$ cat src/rtl/race_referee.sv
// race_referee: per-player checkpoint/lap tracking and race-end decision for two cars.
// Latency: a coordinate is registered into the zone flags at edge t, and progress/winner/end update at edge t+1.
// Optional feature macro RACE_TIMER_EN builds the centisecond race timer; otherwise race_time is tied to 0.
module race_referee #(
  parameter int          LAPS     = 3,
  parameter logic [39:0] ZONE0    = {10'd5,   10'd40,  10'd130, 10'd140},
  parameter logic [39:0] ZONE1    = {10'd140, 10'd180, 10'd5,   10'd40},
  parameter logic [39:0] ZONE2    = {10'd280, 10'd315, 10'd100, 10'd140},
  parameter logic [39:0] ZONE3    = {10'd140, 10'd180, 10'd200, 10'd235},
  parameter int unsigned TICK_DIV = 1000000
) (
  input  logic        clk,
  input  logic        rst,
  input  logic [2:0]  state,
  input  logic [9:0]  p1_x,
  input  logic [9:0]  p1_y,
  input  logic [9:0]  p2_x,
  input  logic [9:0]  p2_y,
  output logic [1:0]  p1_flag,
  output logic [1:0]  p2_flag,
  output logic [1:0]  p1_lap,
  output logic [1:0]  p2_lap,
  output logic [1:0]  winner,
  output logic        is_game_end,
  output logic [15:0] race_time
);

  localparam logic [1:0] LAPS_L = 2'(LAPS);

  typedef enum logic [1:0] {R_CLEAR, R_RUN, R_HOLD, R_DONE} ref_state_t;

  ref_state_t fsm_q, fsm_d;
  logic [7:0] zone_now;        // [3:0] P1 zones 0..3, [7:4] P2 zones 0..3
  logic [7:0] inside_q;
  logic [7:0] inside_prev_q;
  logic       armed_q;
  logic [7:0] entry;
  logic [1:0] nxt1_q, nxt1_d, nxt2_q, nxt2_d;
  logic [1:0] lap1_q, lap1_d, lap2_q, lap2_d;
  logic [1:0] winner_q, winner_d;
  logic [3:0] adv1, adv2;
  logic       fin1, fin2;
  logic       clr_req, go_race, go_hold;

  // Inclusive rectangle test on packed {x0,x1,y0,y1}.
  function automatic logic in_zone(input logic [9:0] x, input logic [9:0] y, input logic [39:0] z);
    return (x >= z[39:30]) && (x <= z[29:20]) && (y >= z[19:10]) && (y <= z[9:0]);
  endfunction

  // One progress step: advance to the next checkpoint, or close a lap at the finish zone.
  // Returns {nxt, lap}.
  function automatic logic [3:0] advance(input logic [1:0] nxt, input logic [1:0] lap,
                                         input logic [3:0] ent);
    logic [1:0] n;
    logic [1:0] l;
    n = nxt;
    l = lap;
    if (nxt != 2'd0) begin
      if (ent[nxt]) n = nxt + 2'd1;          // 3 wraps to 0: finish zone awaited
    end else if (ent[0] && (lap != LAPS_L)) begin
      l = lap + 2'd1;
      n = 2'd1;
    end
    return {n, l};
  endfunction

  // All eight zone tests on the live coordinates.
  always_comb begin
    zone_now = {in_zone(p2_x, p2_y, ZONE3), in_zone(p2_x, p2_y, ZONE2),
                in_zone(p2_x, p2_y, ZONE1), in_zone(p2_x, p2_y, ZONE0),
                in_zone(p1_x, p1_y, ZONE3), in_zone(p1_x, p1_y, ZONE2),
                in_zone(p1_x, p1_y, ZONE1), in_zone(p1_x, p1_y, ZONE0)};
  end

  // Zone flags and their one-cycle delay; on the first edge after reset both load the
  // same value so a car already parked in a zone does not produce an entry.
  always_ff @(posedge clk or negedge rst) begin
    if (!rst) begin
      inside_q      <= '0;
      inside_prev_q <= '0;
      armed_q       <= 1'b0;
    end else begin
      inside_q      <= zone_now;
      inside_prev_q <= armed_q ? inside_q : zone_now;
      armed_q       <= 1'b1;
    end
  end

  assign entry   = inside_q & ~inside_prev_q;
  assign adv1    = advance(nxt1_q, lap1_q, entry[3:0]);
  assign adv2    = advance(nxt2_q, lap2_q, entry[7:4]);
  assign fin1    = (adv1[1:0] == LAPS_L);
  assign fin2    = (adv2[1:0] == LAPS_L);
  assign go_race = (state == 3'd4);
  assign go_hold = (state == 3'd5) || (state == 3'd6);
  assign clr_req = !(go_race || go_hold);

  // Referee FSM next state plus progress and winner next values.
  always_comb begin
    fsm_d    = fsm_q;
    nxt1_d   = nxt1_q;
    nxt2_d   = nxt2_q;
    lap1_d   = lap1_q;
    lap2_d   = lap2_q;
    winner_d = winner_q;
    if (clr_req) begin
      fsm_d    = R_CLEAR;
      nxt1_d   = 2'd1;
      nxt2_d   = 2'd1;
      lap1_d   = 2'd0;
      lap2_d   = 2'd0;
      winner_d = 2'd0;
    end else begin
      unique case (fsm_q)
        R_CLEAR: if (go_race) fsm_d = R_RUN;
        R_RUN: begin
          {nxt1_d, lap1_d} = adv1;
          {nxt2_d, lap2_d} = adv2;
          if (fin1 || fin2) begin
            fsm_d    = R_DONE;
            winner_d = {fin2, fin1};          // 1=P1, 2=P2, 3=same-edge tie
          end else if (go_hold) begin
            fsm_d = R_HOLD;
          end
        end
        R_HOLD:  if (go_race) fsm_d = R_RUN;
        R_DONE:  fsm_d = R_DONE;
        default: fsm_d = R_CLEAR;
      endcase
    end
  end

  // Referee state, progress and winner registers.
  always_ff @(posedge clk or negedge rst) begin
    if (!rst) begin
      fsm_q    <= R_CLEAR;
      nxt1_q   <= 2'd1;
      nxt2_q   <= 2'd1;
      lap1_q   <= 2'd0;
      lap2_q   <= 2'd0;
      winner_q <= 2'd0;
    end else begin
      fsm_q    <= fsm_d;
      nxt1_q   <= nxt1_d;
      nxt2_q   <= nxt2_d;
      lap1_q   <= lap1_d;
      lap2_q   <= lap2_d;
      winner_q <= winner_d;
    end
  end

  assign p1_flag     = (nxt1_q == 2'd0) ? 2'd3 : nxt1_q - 2'd1;
  assign p2_flag     = (nxt2_q == 2'd0) ? 2'd3 : nxt2_q - 2'd1;
  assign p1_lap      = lap1_q;
  assign p2_lap      = lap2_q;
  assign winner      = winner_q;
  assign is_game_end = (fsm_q == R_DONE);

`ifdef RACE_TIMER_EN
  localparam int unsigned PW = (TICK_DIV > 1) ? $clog2(TICK_DIV) : 1;

  logic [PW-1:0] presc_q, presc_d;
  logic [15:0]   time_q, time_d;

  // Prescaler runs only while racing; each wrap adds one saturating centisecond.
  always_comb begin
    presc_d = presc_q;
    time_d  = time_q;
    if (clr_req) begin
      presc_d = '0;
      time_d  = '0;
    end else if (fsm_q == R_RUN) begin
      if (presc_q == PW'(TICK_DIV - 1)) begin
        presc_d = '0;
        if (time_q != 16'hFFFF) time_d = time_q + 16'd1;
      end else begin
        presc_d = presc_q + PW'(1);
      end
    end
  end

  // Timer registers.
  always_ff @(posedge clk or negedge rst) begin
    if (!rst) begin
      presc_q <= '0;
      time_q  <= '0;
    end else begin
      presc_q <= presc_d;
      time_q  <= time_d;
    end
  end

  assign race_time = time_q;
`else
  // No timer built; TICK_DIV only has meaning when it is.
  assign race_time = (TICK_DIV > 0) ? 16'd0 : 16'd0;
`endif

endmodule
$ cat config.mk
export PLATFORM = sky130hd
export DESIGN_NAME = race_referee
export DESIGN_NICKNAME = d
export VERILOG_FILES = /design/src/rtl/race_referee.sv
export SDC_FILE = /design/constraint.sdc
export NUM_CORES = 1
export LEC_CHECK = 0
export ABC_AREA = 1
export BUFFER_PORTS_ARGS = -buffer_cell sky130_fd_sc_hd__buf_2
export CAP_MARGIN = 40
export CORE_ASPECT_RATIO = 0.6
export CORE_MARGIN = 5
export CORE_UTILIZATION = 40
export DETAILED_ROUTE_END_ITERATION = 8
export MAX_ROUTING_LAYER = met4
export PLACE_DENSITY = 0.75
export SLEW_MARGIN = 30
export SYNTH_ARGS = -nofsm -noshare
export SYNTH_HDL_FRONTEND = slang
export SYNTH_SLANG_ARGS = --single-unit
$ cat constraint.sdc
create_clock -name clk -period 1.7 [get_ports clk]
set_clock_uncertainty 0.15 [all_clocks]
set_input_delay 0.34 -clock clk [delete_from_list [all_inputs] [get_ports clk]]
set_output_delay 0.34 -clock clk [all_outputs]
set_load 0.02 [all_outputs]
=== Word-level counts from Yosys, hierarchy flattened ===
Cells that the tools add are included.

* Add/sub/neg operators: 6
* Order comparisons: 28
* Eq/ne operators: 18
* Multiplexer cells: 33
* Bitwise operators: 2
* Reduce and logical (&&, ||, !) cells: 37

{| class="wikitable"
|+ Operators with widths
! operator !! count
|-
| 10-bit by 8-bit >= comparator with 1-bit output (second input constant) || 6
|-
| 10-bit by 8-bit <= comparator with 1-bit output (second input constant) || 6
|-
| 2-bit 2-to-1 mux || 27
|-
| 10-bit by 3-bit >= comparator with 1-bit output (second input constant) || 4
|-
| 10-bit by 6-bit <= comparator with 1-bit output (second input constant) || 4
|-
| 1-bit logical AND || 24
|-
| 10-bit by 7-bit >= comparator with 1-bit output (second input constant) || 2
|-
| 10-bit by 9-bit >= comparator with 1-bit output (second input constant) || 2
|-
| 10-bit by 9-bit <= comparator with 1-bit output (second input constant) || 2
|-
| 3-bit inequality test (second input constant) || 5
|-
| 3-bit equality test (second input constant) || 3
|-
| 2-bit by 1-bit adder with 2-bit output (second input constant) || 4
|-
| 8-bit bitwise AND || 1
|-
| 2-bit equality test (second input constant) || 4
|-
| 8-bit 2-to-1 mux || 1
|-
| 8-bit NOT || 1
|-
| 2-bit zero test || 3
|-
| 2-bit by 3-bit less-than comparator with 1-bit output (second input constant) || 2
|-
| 2-bit case mux with 3 select lines || 1
|-
| 3-bit AND reduction || 2
|-
| 1-bit binary-select mux with 2-bit select || 2
|-
| 2-bit by 1-bit inequality test with 1-bit output (second input constant) || 2
|-
| 2-bit inequality test (second input constant) || 2
|-
| 4-bit inequality test (second input constant) || 1
|-
| other kinds (7) || 13
|}

* Flip-flop bits (word level): 29
* Input bits: 45
* Output and inout bits: 27
* Logic and storage cells: 133

=== Logic depth before layout (Yosys ltp) ===
Gate-level depths: netlist of run 1.

* Word-level depth: 10
* Mapped depth: 12
* Mapped depth without buffers: 12

=== Worst setup path before layout of run 1 ===
Ideal clock, no wire load.

* Path kind: flip-flop to flip-flop
* Start point: reg nxt2_q[0]
* End point: reg winner_q[0] (netlist: winner[0])
* Arrival: 1,441 ps
* Setup slack: -8 ps
* Stages on the path, launching flop included: 13
* Buffers on the path: 0
* Path through: dfstp_2 > inv_1 > ha_1 > inv_2 > nor2_4 > nand2_1 > nand2_1 > nand2_1 > nand2_2 > nand3_1 > nand2_1 > nand2_1 > nand2_1

* Cells in the longest elaborated chain, start to end: 6

{| class="wikitable"
|+ RTL lines
! item !! RTL line !! text
|-
| start, declared || 38 || <nowiki>logic [1:0] nxt1_q, nxt1_d, nxt2_q, nxt2_d;</nowiki>
|-
| start signal, assigned || 145 || <nowiki>nxt2_q <= nxt2_d;</nowiki>
|-
| 2-bit nonzero test || 58 || <nowiki>if (nxt != 2'd0) begin</nowiki>
|-
| 2-bit 2-to-1 mux || 58 ||
|-
| 2-bit equality test || 93 || <nowiki>assign fin2 = (adv2[1:0] == LAPS_L);</nowiki>
|-
| 1-bit logical OR || 119 || <nowiki>if (fin1 || fin2) begin</nowiki>
|-
| 2-bit by 1-bit inequality test with 1-bit output (no line) || n/a ||
|-
| 2-bit AND reduction (no line) || n/a ||
|-
| end signal, assigned || 148 || <nowiki>winner_q <= winner_d;</nowiki>
|-
| end, declared || 40 || <nowiki>logic [1:0] winner_q, winner_d;</nowiki>
|}

Every way passes these cells.
A chain may end at the register's enable or synchronous reset.

=== Worst setup path after layout of run 1 ===
* Start point: reg nxt2_q[0]
* End point: out p2_flag[0]

* Cells in the longest elaborated chain, start to end: 2
* Elaborated cells on any way between the ends: 3

{| class="wikitable"
|+ RTL lines
! item !! RTL line !! text
|-
| 2-bit by 1-bit subtractor with 2-bit output or 2-bit zero test (tied branches) || 153 || <nowiki>assign p2_flag = (nxt2_q == 2'd0) ? 2'd3 : nxt2_q - 2'd1;</nowiki>
|-
| 2-bit 2-to-1 mux (*) || 153 ||
|-
| end, declared || 20 || <nowiki>output logic [1:0] p2_flag,</nowiki>
|}

Mark *: on every way between the ends. The rest lies on a longest branch, timed or not.

==> results of run 1 <==
power by group:
part	switching (mW)	leakage, nW	total (mW)	internal (mW)
clock	0.269	0.0450	0.552	0.283
combinational	0.285	1.17	0.502	0.217
sequential	0.0123	0.395	0.719	0.707
state kept, by name, summed over array words and instances, names as in the netlist:
signal / flops
inside_q: 8
p1_lap: 2
nxt1_q: 2
nxt2_q: 2
p2_lap: 2
fsm_q: 2
winner: 2
armed_q: 1
inside_prev_q: 8
critical path, stage by stage (launching register included):
cell	delay, ns
dfstp_2	0.54
inv_2	0.05
ha_4	0.15
inv_4	0.05
buf_6	0.09
nand2_2	0.04
buf_6	0.12
cells by family (layout without fill, tap and decap cells):
group	count (synthesis)	after routing	share of synthesized area
AOI/OAI and AO/OA	34	34	0.09291
buffers and inverters	67	139	0.1408
and+or+nand+nor	189	189	0.4127
adders and majority gates	4	4	0.02252
DFF	29	29	0.3277
other	2	17	0.003380
worst max path at each step:
| stage | startpoint | endpoint | slack, ns | cells past startpoint |
|---|---|---|---|---|
| detailed placement | nxt2_q[0]$_DFFE_PN1P_ | winner[1]$_DFFE_PN0P_ | -0.07 | 12 |
| finish | nxt2_q[0]$_DFFE_PN1P_ | p2_flag[0] | -0.12 | 6 |
| global route | nxt2_q[0]$_DFFE_PN1P_ | p2_flag[0] | -0.16 | 6 |
| floorplan | nxt2_q[0]$_DFFE_PN1P_ | winner[0]$_DFFE_PN0P_ | 0.01 | 12 |
| CTS | nxt2_q[0]$_DFFE_PN1P_ | p2_flag[0] | -0.12 | 6 |
| global placement | nxt2_q[0]$_DFFE_PN1P_ | winner[1]$_DFFE_PN0P_ | 0.02 | 12 |
cell usage after synthesis (5+ instances only):
cell type,instances,area (um2)
nor2_4,5,56.30
nand2_1,86,322.8
buf_4,16,120.1
o21ai_0,10,50.05
nor2_1,28,105.1
dfrtp_1,27,675.7
inv_1,36,135.1
nand4_1,5,31.28
nand3_1,33,165.2
nor3_1,11,55.05
o21ai_1,10,50.05
inv_2,12,45.04
stage by stage:
| stage | hold WS (ns) | power (mW) | setup WS, ns | area, um2 |
|---|---|---|---|---|
| 5_1_grt | 0.2243 | 1.873 | -0.1629 | 2978 |
| 2_1_floorplan | -0.1056 | 0.9817 | 0.009678 | 2283 |
| 6_report | 0.2168 | 1.772 | -0.1234 | 2978 |
| 3_3_place_gp | 0.2520 | 1.105 | 0.01849 | 2572 |
| 3_5_place_dp | 0.2502 | 1.113 | -0.06767 | 2572 |
| 4_1_cts | 0.2089 | 1.737 | -0.1159 | 2833 |
per-layer routing:
metal	vias up	global-route usage
li1	1184	-
met5	-	-
met3	9	0.04776
met1	1055	0.2015
met4	0	0.03877
met2	62	0.2658
layout by cell type (no fill, tap or decap), types with 2 or more instances in the layout:
master	netlist	layout
nand2_1	86	72
buf_2	1	51
inv_1	36	31
nand3_1	33	28
nor2_1	28	28
dfrtp_1	27	27
buf_4	16	19
conb_1	2	17
inv_2	12	15
nand2_2	4	12
nor3_1	11	11
o21ai_1	10	11
buf_6	0	10
o21ai_0	10	8
nand2_4	1	7
nand4_1	5	5
nor2_4	5	5
clkbuf_8	0	5
o211ai_1	4	4
nand3_2	0	4
a21oi_1	4	3
nor2_2	3	3
clkinv_1	2	2
o21bai_1	2	2
nor4_1	2	2
and3_1	2	2
nand3b_1	2	2
inv_4	0	2
a21oi_2	1	2
ha_1	4	2
ha_4	0	2
clkinv_2	0	2
dfstp_2	2	2
final cells by class:
cell class / count / share of cell area
Clock buffer: 6 / 0.02437
Clock inverter: 2 / 0.003361
Inverter: 50 / 0.06471
Multi-Input combinational cell: 244 / 0.4592
Sequential cell: 29 / 0.2445
Tap cell: 69 / 0.02899
Timing Repair Buffer: 81 / 0.1748
timing repair:
action / in CTS / in global routing
pin swaps: 9 / 15
gates resized for setup: 24 / 28
setup buffers: 12 / 6
endpoints found under the setup margin: 8 / 15
hold buffers: 1 / 0
hold endpoints to repair: 27 / 0
==> impl_metrics.env, run 1 <==
export IMPL_outcome="finished with violations"
export IMPL_violations="negative setup slack"
export IMPL_dr_pass1_iters=5
export IMPL_final_antenna_net_count=0
export IMPL_syn_inst=325
export IMPL_worstRegToRegCells=13
export IMPL_route_met3_wl_um=304
export IMPL_insertion_delay_ns=0.28
export IMPL_ys_ff_latch=29
export IMPL_hp_class="in2reg"
export IMPL_crit_path_max_fanout=2
export IMPL_rsz0062_at_grt="yes"
export IMPL_place_hpwl_um=4184
export IMPL_grt_max_degree=30
export IMPL_root_buffer="clkbuf_8"
export IMPL_grt_pass1_wl_um=9108
export IMPL_drt_total_wl_um=5671
export IMPL_yosysWarnings=0
export IMPL_peakVddDrop_mv=0.2723
export IMPL_place_inst=454
export IMPL_synth_edf_count=0
export IMPL_final_cells=481
export IMPL_crit_type="reg2out"
export IMPL_cts_tree="yes"
export IMPL_cp_data_required_time_ns=1.21
export IMPL_cts_buffers=5
export IMPL_avgViaCountPerCell=4.802
export IMPL_ys_seq_area_frac=0.3277
export IMPL_routed_top_layer="met4"
export IMPL_period_needed_ns=1.823
export IMPL_grt_antenna_before_repair=0
export IMPL_track_usage=0.1628
export IMPL_clk_pin_slew_ns=0.06
export IMPL_synth_area_per_cell_um2=6.837
export IMPL_rows=21
export IMPL_critPathLaunchType="flip-flop"
export IMPL_setup_tns_ns=-0.5487
export IMPL_setup_viol=10
export IMPL_drive_gt1_frac=0.3592
export IMPL_synth_distinct_cells=37
export IMPL_slew_violations=0
export IMPL_fmax_mhz=548.4
export IMPL_vias=2310
export IMPL_slew_limit_headroom=0.5748
export IMPL_whs_path_depth=4
export IMPL_power_density_nw_per_um2=595.2
export IMPL_async_flop_share=1.000
export IMPL_rrSetupSlack_ns=-0.06
export IMPL_min_to="inside_q[4]$_DFF_PN0_"
export IMPL_max_cap_violations=0
export IMPL_worst_slew_pin_slew_ns=0.6378
export IMPL_wl_met2_um=2659
export IMPL_clock_path_buffers=2
export IMPL_drc=0
export IMPL_gr_total_overflow=0
export IMPL_synthToLayoutAreaGrowth_pct=34.01
export IMPL_finalHoldViolations=0
export IMPL_core_um2=5492
export IMPL_die_width_um=106.2
export IMPL_fin_crit_sh=1.073
export IMPL_fill_cells=516
export IMPL_numPortBuffers=55
export IMPL_detail_route_wl_per_cell_um=11.79
export IMPL_antenna_cells=0
export IMPL_min_delay_start="p2_x[7]"
export IMPL_h_tree_depth=2
export IMPL_drtIter0Drc=107
export IMPL_wl_met1_um=2637
export IMPL_endpoint_kind="primary output"
export IMPL_timing_rr_end="winner[1]$_DFFE_PN0P_"
export IMPL_io_pins=72
export IMPL_grt_pass1_vias=2157
export IMPL_fp_dieH_um=67.74
export IMPL_gp_congestion=0.8661
export IMPL_dieArea_um2=7195
export IMPL_p_leak_nw=1.606
export IMPL_syn_cell_area_um2=2222
export IMPL_r2r_start="nxt2_q[0]$_DFFE_PN1P_"
export IMPL_seqCellArea_um2=728.2
export IMPL_setup_ws_ns=-0.1234
export IMPL_multi_input_area_um2=1368
export IMPL_cp_arrival_ns=1.33
export IMPL_synth_flop_cell="dfrtp_1"
export IMPL_initial_core_util=0.4046
export IMPL_nNetsFinal=460
export IMPL_utilization=0.5423
export IMPL_cts_sinks=29
No activity file was read; power rests on OpenSTA's default activity.
==> inputs of run 2 (changes only) <==
- CORE_ASPECT_RATIO: 0.6 -> 1.2
==> impl_metrics.env, run 2 (synthesis gave the netlist of run 1 again) <==
export IMPL_critPathMaxStageDelay_ns=0.54
export IMPL_slew_limit_headroom=0.5888
export IMPL_slowest_stage="dfstp_2"
export IMPL_peakVddDrop_mv=0.4608
export IMPL_max_cap_violations=0
export IMPL_critPathLaunchType="flip-flop"
export IMPL_dr_pass1_iters=4
export IMPL_clock_path_buffers=2
export IMPL_grt_pass1_wl_um=8321
export IMPL_die_width_um=78.04
export IMPL_drc=0
export IMPL_cts_buffers=5
export IMPL_rows=29
export IMPL_cts_tree="yes"
export IMPL_crit_top_cell="buf_6"
export IMPL_synthToLayoutAreaGrowth_pct=32.38
export IMPL_detail_route_wl_per_cell_um=10.26
export IMPL_slew_violations=0
export IMPL_grt_max_degree=30
export IMPL_antenna_cells=0
export IMPL_io_pins=72
export IMPL_mostFrequentLayoutCells="76 x nand2_1, 51 x buf_2, 31 x inv_1, 28 x nand3_1, 28 x nor2_1"
export IMPL_final_antenna_net_count=0
export IMPL_cp_arrival_ns=1.32
export IMPL_endpoint_kind="primary output"
export IMPL_setup_tns_ns=-0.3533
export IMPL_violations="negative setup slack"
export IMPL_design_area_um2=2942
export IMPL_worst_slew_pin_slew_ns=0.6167
export IMPL_crit_path_max_fanout=2
export IMPL_finalHoldViolations=0
export IMPL_drt_total_wl_um=4821
export IMPL_initial_core_util=0.4166
export IMPL_crit_chain="inv_2, ha_4, inv_4, buf_6, nand2_4, buf_6"
export IMPL_insertion_delay_ns=0.28
export IMPL_gp_congestion=0.8851
export IMPL_fp_dieH_um=91.65
export IMPL_hp_class="in2reg"
export IMPL_setup_viol=7
export IMPL_rsz0062_at_grt="yes"
export IMPL_numPortBuffers=55
export IMPL_grt_antenna_before_repair=0
export IMPL_nNetsFinal=456
export IMPL_final_common_cell="nand2_1"
export IMPL_cp_data_required_time_ns=1.21
export IMPL_outcome="finished with violations"
export IMPL_place_hpwl_um=3817
export IMPL_setup_ws_ns=-0.1095
export IMPL_root_buffer="clkbuf_8"
export IMPL_vias=2217
export IMPL_dieArea_um2=7152
export IMPL_crit_type="reg2out"
export IMPL_h_tree_depth=2
export IMPL_largestRegisters="inside_prev_q (8), inside_q (8)"
export IMPL_fin_crit_sh=1.064
export IMPL_drtIter0Drc=62
export IMPL_clk_pin_slew_ns=0.06
export IMPL_gr_total_overflow=0
export IMPL_track_usage=0.1382
export IMPL_place_area_um2=2556
export IMPL_grt_pass1_vias=2077
export IMPL_period_needed_ns=1.809
export IMPL_p_leak_nw=1.591
export IMPL_fmax_mhz=552.7
export IMPL_drive_gt1_frac=0.3431
export IMPL_cts_sinks=29
export IMPL_power_density_nw_per_um2=663.8
export IMPL_avgViaCountPerCell=4.717
export IMPL_core_um2=5334
-- run 2: power by group --
| group | internal (mW) | switching (mW) |
|---|---|---|
| clock network | 0.476 | 0.262 |
| registers | 0.707 | 0.0107 |
| logic | 0.215 | 0.283 |
-- run 2: through the flow --
stage	utilization	instances	power, mW	hold slack, ns	worst slack, ns
after global routing	0.5515	470	2.068	0.2273	-0.1611
final	0.5515	470	1.953	0.2132	-0.1095
after CTS	0.5355	467	1.943	0.1996	-0.1136
after detailed placement	0.4792	446	1.110	0.2414	-0.02528
after floorplan	-	340	0.9817	-0.1056	0.009678
after global placement	0.4792	446	1.103	0.2449	0.02883
-- run 2: repair_timing --
item / in CTS / in global routing
pin swaps: 6 / 16
hold buffers: 1 / 0
hold endpoints to repair: 27 / 0
setup buffers: 12 / 4
setup endpoints to repair: 7 / 14
gates resized for setup: 23 / 18
-- run 2: layout make-up --
cell class	count	area, um2
Tap cell	62	77.57
Clock inverter	2	37.54
Sequential cell	29	728.2
Clock buffer	6	82.58
Multi-Input combinational cell	244	1339
Timing Repair Buffer	77	486.7
Fill cell	486	2392
Inverter	50	190.2
-- run 2: worst max-delay path: cells and delay by family, from the launching register on --
kind | cells | cell delay [ns]
and+or+nand+nor | 1 | 0.04
adders and majority gates | 1 | 0.15
DFF | 1 | 0.54
buffers and inverters | 4 | 0.31
-- run 2: path summary, 6_finish.rpt --
kind                                       startpoint  depth (start not counted)                    endpoint  slack, ns
worst max-delay path            nxt2_q[0]$_DFFE_PN1P_                          6                  p2_flag[0]      -0.11
worst min-delay path                          p2_x[7]                          4       inside_q[4]$_DFF_PN0_       0.21
worst max register to register  nxt2_q[0]$_DFFE_PN1P_                         13       winner[1]$_DFFE_PN0P_      -0.03
worst min register to register  winner[0]$_DFFE_PN0P_                          2       winner[0]$_DFFE_PN0P_       0.32
max in group asynchronous                         rst                          2  inside_prev_q[6]$_DFF_PN0_       0.53
min in group asynchronous                         rst                          2       p1_lap[1]$_DFFE_PN0P_       0.46
-- run 2: per-layer routing --
layer  up-vias  wire length [um]  global-route usage
li1       1170                 -                   -
met1       983              2058              0.1596
met2        57              2434              0.2390
met3         7               275             0.03235
met4         0                53             0.03521
met5         -                 0                   -
==> inputs of run 3 (changes only) <==
- CORE_ASPECT_RATIO: 1.2 -> default
==> impl_metrics.env, run 3 (synthesis gave the netlist of run 1 again) <==
export IMPL_outcome="finished with violations"
export IMPL_violations="negative setup slack"
export IMPL_place_inst=455
export IMPL_mostFrequentLayoutCells="73 x nand2_1, 51 x buf_2, 31 x inv_1, 28 x nor2_1, 27 x dfrtp_1"
export IMPL_synthToLayoutAreaGrowth_pct=32.09
export IMPL_endpoint_kind="primary output"
export IMPL_clock_path_buffers=2
export IMPL_worstRegToRegCells=13
export IMPL_grt_busiest_layer="met2"
export IMPL_setup_viol=8
export IMPL_io_pins=72
export IMPL_grt_pass1_vias=2190
export IMPL_cp_data_required_time_ns=1.21
export IMPL_setup_ws_ns=-0.1312
export IMPL_holdWs_ns=0.2195
export IMPL_seqCellArea_um2=728.2
export IMPL_cts_sinks=29
export IMPL_numPortBuffers=55
export IMPL_cts_buffers=5
export IMPL_grt_pass1_wl_um=8832
export IMPL_gp_congestion=0.8855
export IMPL_final_antenna_net_count=0
export IMPL_core_um2=5439
export IMPL_dieArea_um2=7146
export IMPL_avgViaCountPerCell=4.731
export IMPL_vias=2266
export IMPL_fin_crit_sh=1.077
export IMPL_worst_slew_pin_slew_ns=0.6508
export IMPL_cp_arrival_ns=1.34
export IMPL_cts_tree="yes"
export IMPL_track_usage=0.1526
export IMPL_whs_path_depth=4
export IMPL_max_cap_violations=0
export IMPL_crit_path_max_fanout=2
export IMPL_detail_route_wl_per_cell_um=11.10
export IMPL_design_area_um2=2935
export IMPL_largestRegisters="inside_prev_q (8), inside_q (8)"
export IMPL_met1_usage=0.1780
export IMPL_period_needed_ns=1.831
export IMPL_fp_dieH_um=84.54
export IMPL_final_cells=479
export IMPL_drt_total_wl_um=5317
export IMPL_fmax_mhz=546.1
export IMPL_clk_pin_slew_ns=0.06
export IMPL_slew_violations=0
export IMPL_drtIter0Drc=65
export IMPL_dr_pass1_iters=5
export IMPL_die_width_um=84.54
export IMPL_multi_input_area_um2=1365
export IMPL_grt_max_degree=30
export IMPL_initial_core_util=0.4086
export IMPL_peakVddDrop_mv=0.3453
export IMPL_fill_cells=538
export IMPL_place_hpwl_um=3890
export IMPL_grt_met3_usage=0.03533
export IMPL_power_density_nw_per_um2=596.9
export IMPL_drc=0
export IMPL_antenna_cells=0
export IMPL_finalHoldViolations=0
export IMPL_utilization=0.5397
export IMPL_crit_type="reg2out"
export IMPL_drive_gt1_frac=0.3514
export IMPL_gr_total_overflow=0
export IMPL_nNetsFinal=455
export IMPL_hp_class="in2reg"
export IMPL_insertion_delay_ns=0.28
export IMPL_slew_limit_headroom=0.5662
export IMPL_p_leak_nw=1.583
export IMPL_rows=27
export IMPL_use_met2=0.2598
export IMPL_setup_tns_ns=-0.5735
export IMPL_rsz0062_at_grt="yes"
export IMPL_critPathLaunchType="flip-flop"
export IMPL_final_common_cell="nand2_1"
export IMPL_h_tree_depth=2
export IMPL_grt_antenna_before_repair=0
export IMPL_place_area_um2=2561
export IMPL_root_buffer="clkbuf_8"
run 3: changes by cell type in the layout (fill, tap and decap cells not counted), moves of 2 or more:
cell | before | now
nand3_2 | 4 | 8
nand2_1 | 76 | 73
clkinv_2 | 0 | 2
nand3_1 | 28 | 25
nand2_4 | 4 | 7
run 3: report_power, final:
group          switching (mW)  internal [mW]
registers              0.0109          0.707
logic                   0.285          0.206
clock network           0.260          0.283
run 3: worst paths after layout:
| path | end | start | slack (ns) |
|---|---|---|---|
| max reg2reg | winner[0]$_DFFE_PN0P_ | nxt2_q[0]$_DFFE_PN1P_ | -0.07 |
| max | p2_flag[0] | nxt2_q[0]$_DFFE_PN1P_ | -0.13 |
| max in group asynchronous | inside_q[6]$_DFF_PN0_ | rst | 0.51 |
| min in group asynchronous | p1_lap[0]$_DFFE_PN0P_ | rst | 0.46 |
| min reg2reg | winner[1]$_DFFE_PN0P_ | winner[1]$_DFFE_PN0P_ | 0.32 |
| min | inside_q[4]$_DFF_PN0_ | p2_x[7] | 0.22 |
run 3: critical path: stages (launching register included):
cell and delay, ns:
dfstp_2 0.54, inv_2 0.05, ha_4 0.15, inv_2 0.06
buf_6 0.10, nand2_4 0.04, buf_6 0.12
run 3: final cells by class:
class / count / area share
clock buffers: 6 / 0.02472
clock inverters: 2 / 0.003410
inverters: 50 / 0.06479
multi-input cells: 244 / 0.4650
flip-flops and latches: 29 / 0.2481
well taps: 72 / 0.03069
repair buffers: 76 / 0.1633
run 3: layer usage:
metal,vias to the layer above,share of wire
met2,66,0.51
met3,6,0.059
li1,1168,-
met5,-,0
met4,0,0.015
met1,1026,0.41
run 3: timing repair:
action / 4_1_cts / 5_1_grt
gates resized for setup: 23 / 25
setup buffers: 9 / 7
pin swaps: 9 / 13
endpoints found under the setup margin: 7 / 12
hold endpoints to repair: 27 / 0
hold buffers: 1 / 0
run 3: metrics by stage:
| step | setup slack [ns] | power [mW] |
|---|---|---|
| 5_1_grt | -0.1893 | 1.860 |
| 4_1_cts | -0.1157 | 1.741 |
| 6_report | -0.1312 | 1.752 |
| 3_5_place_dp | -0.01504 | 1.112 |
| 3_3_place_gp | 0.02796 | 1.103 |
| 2_1_floorplan | 0.009678 | 0.9817 |
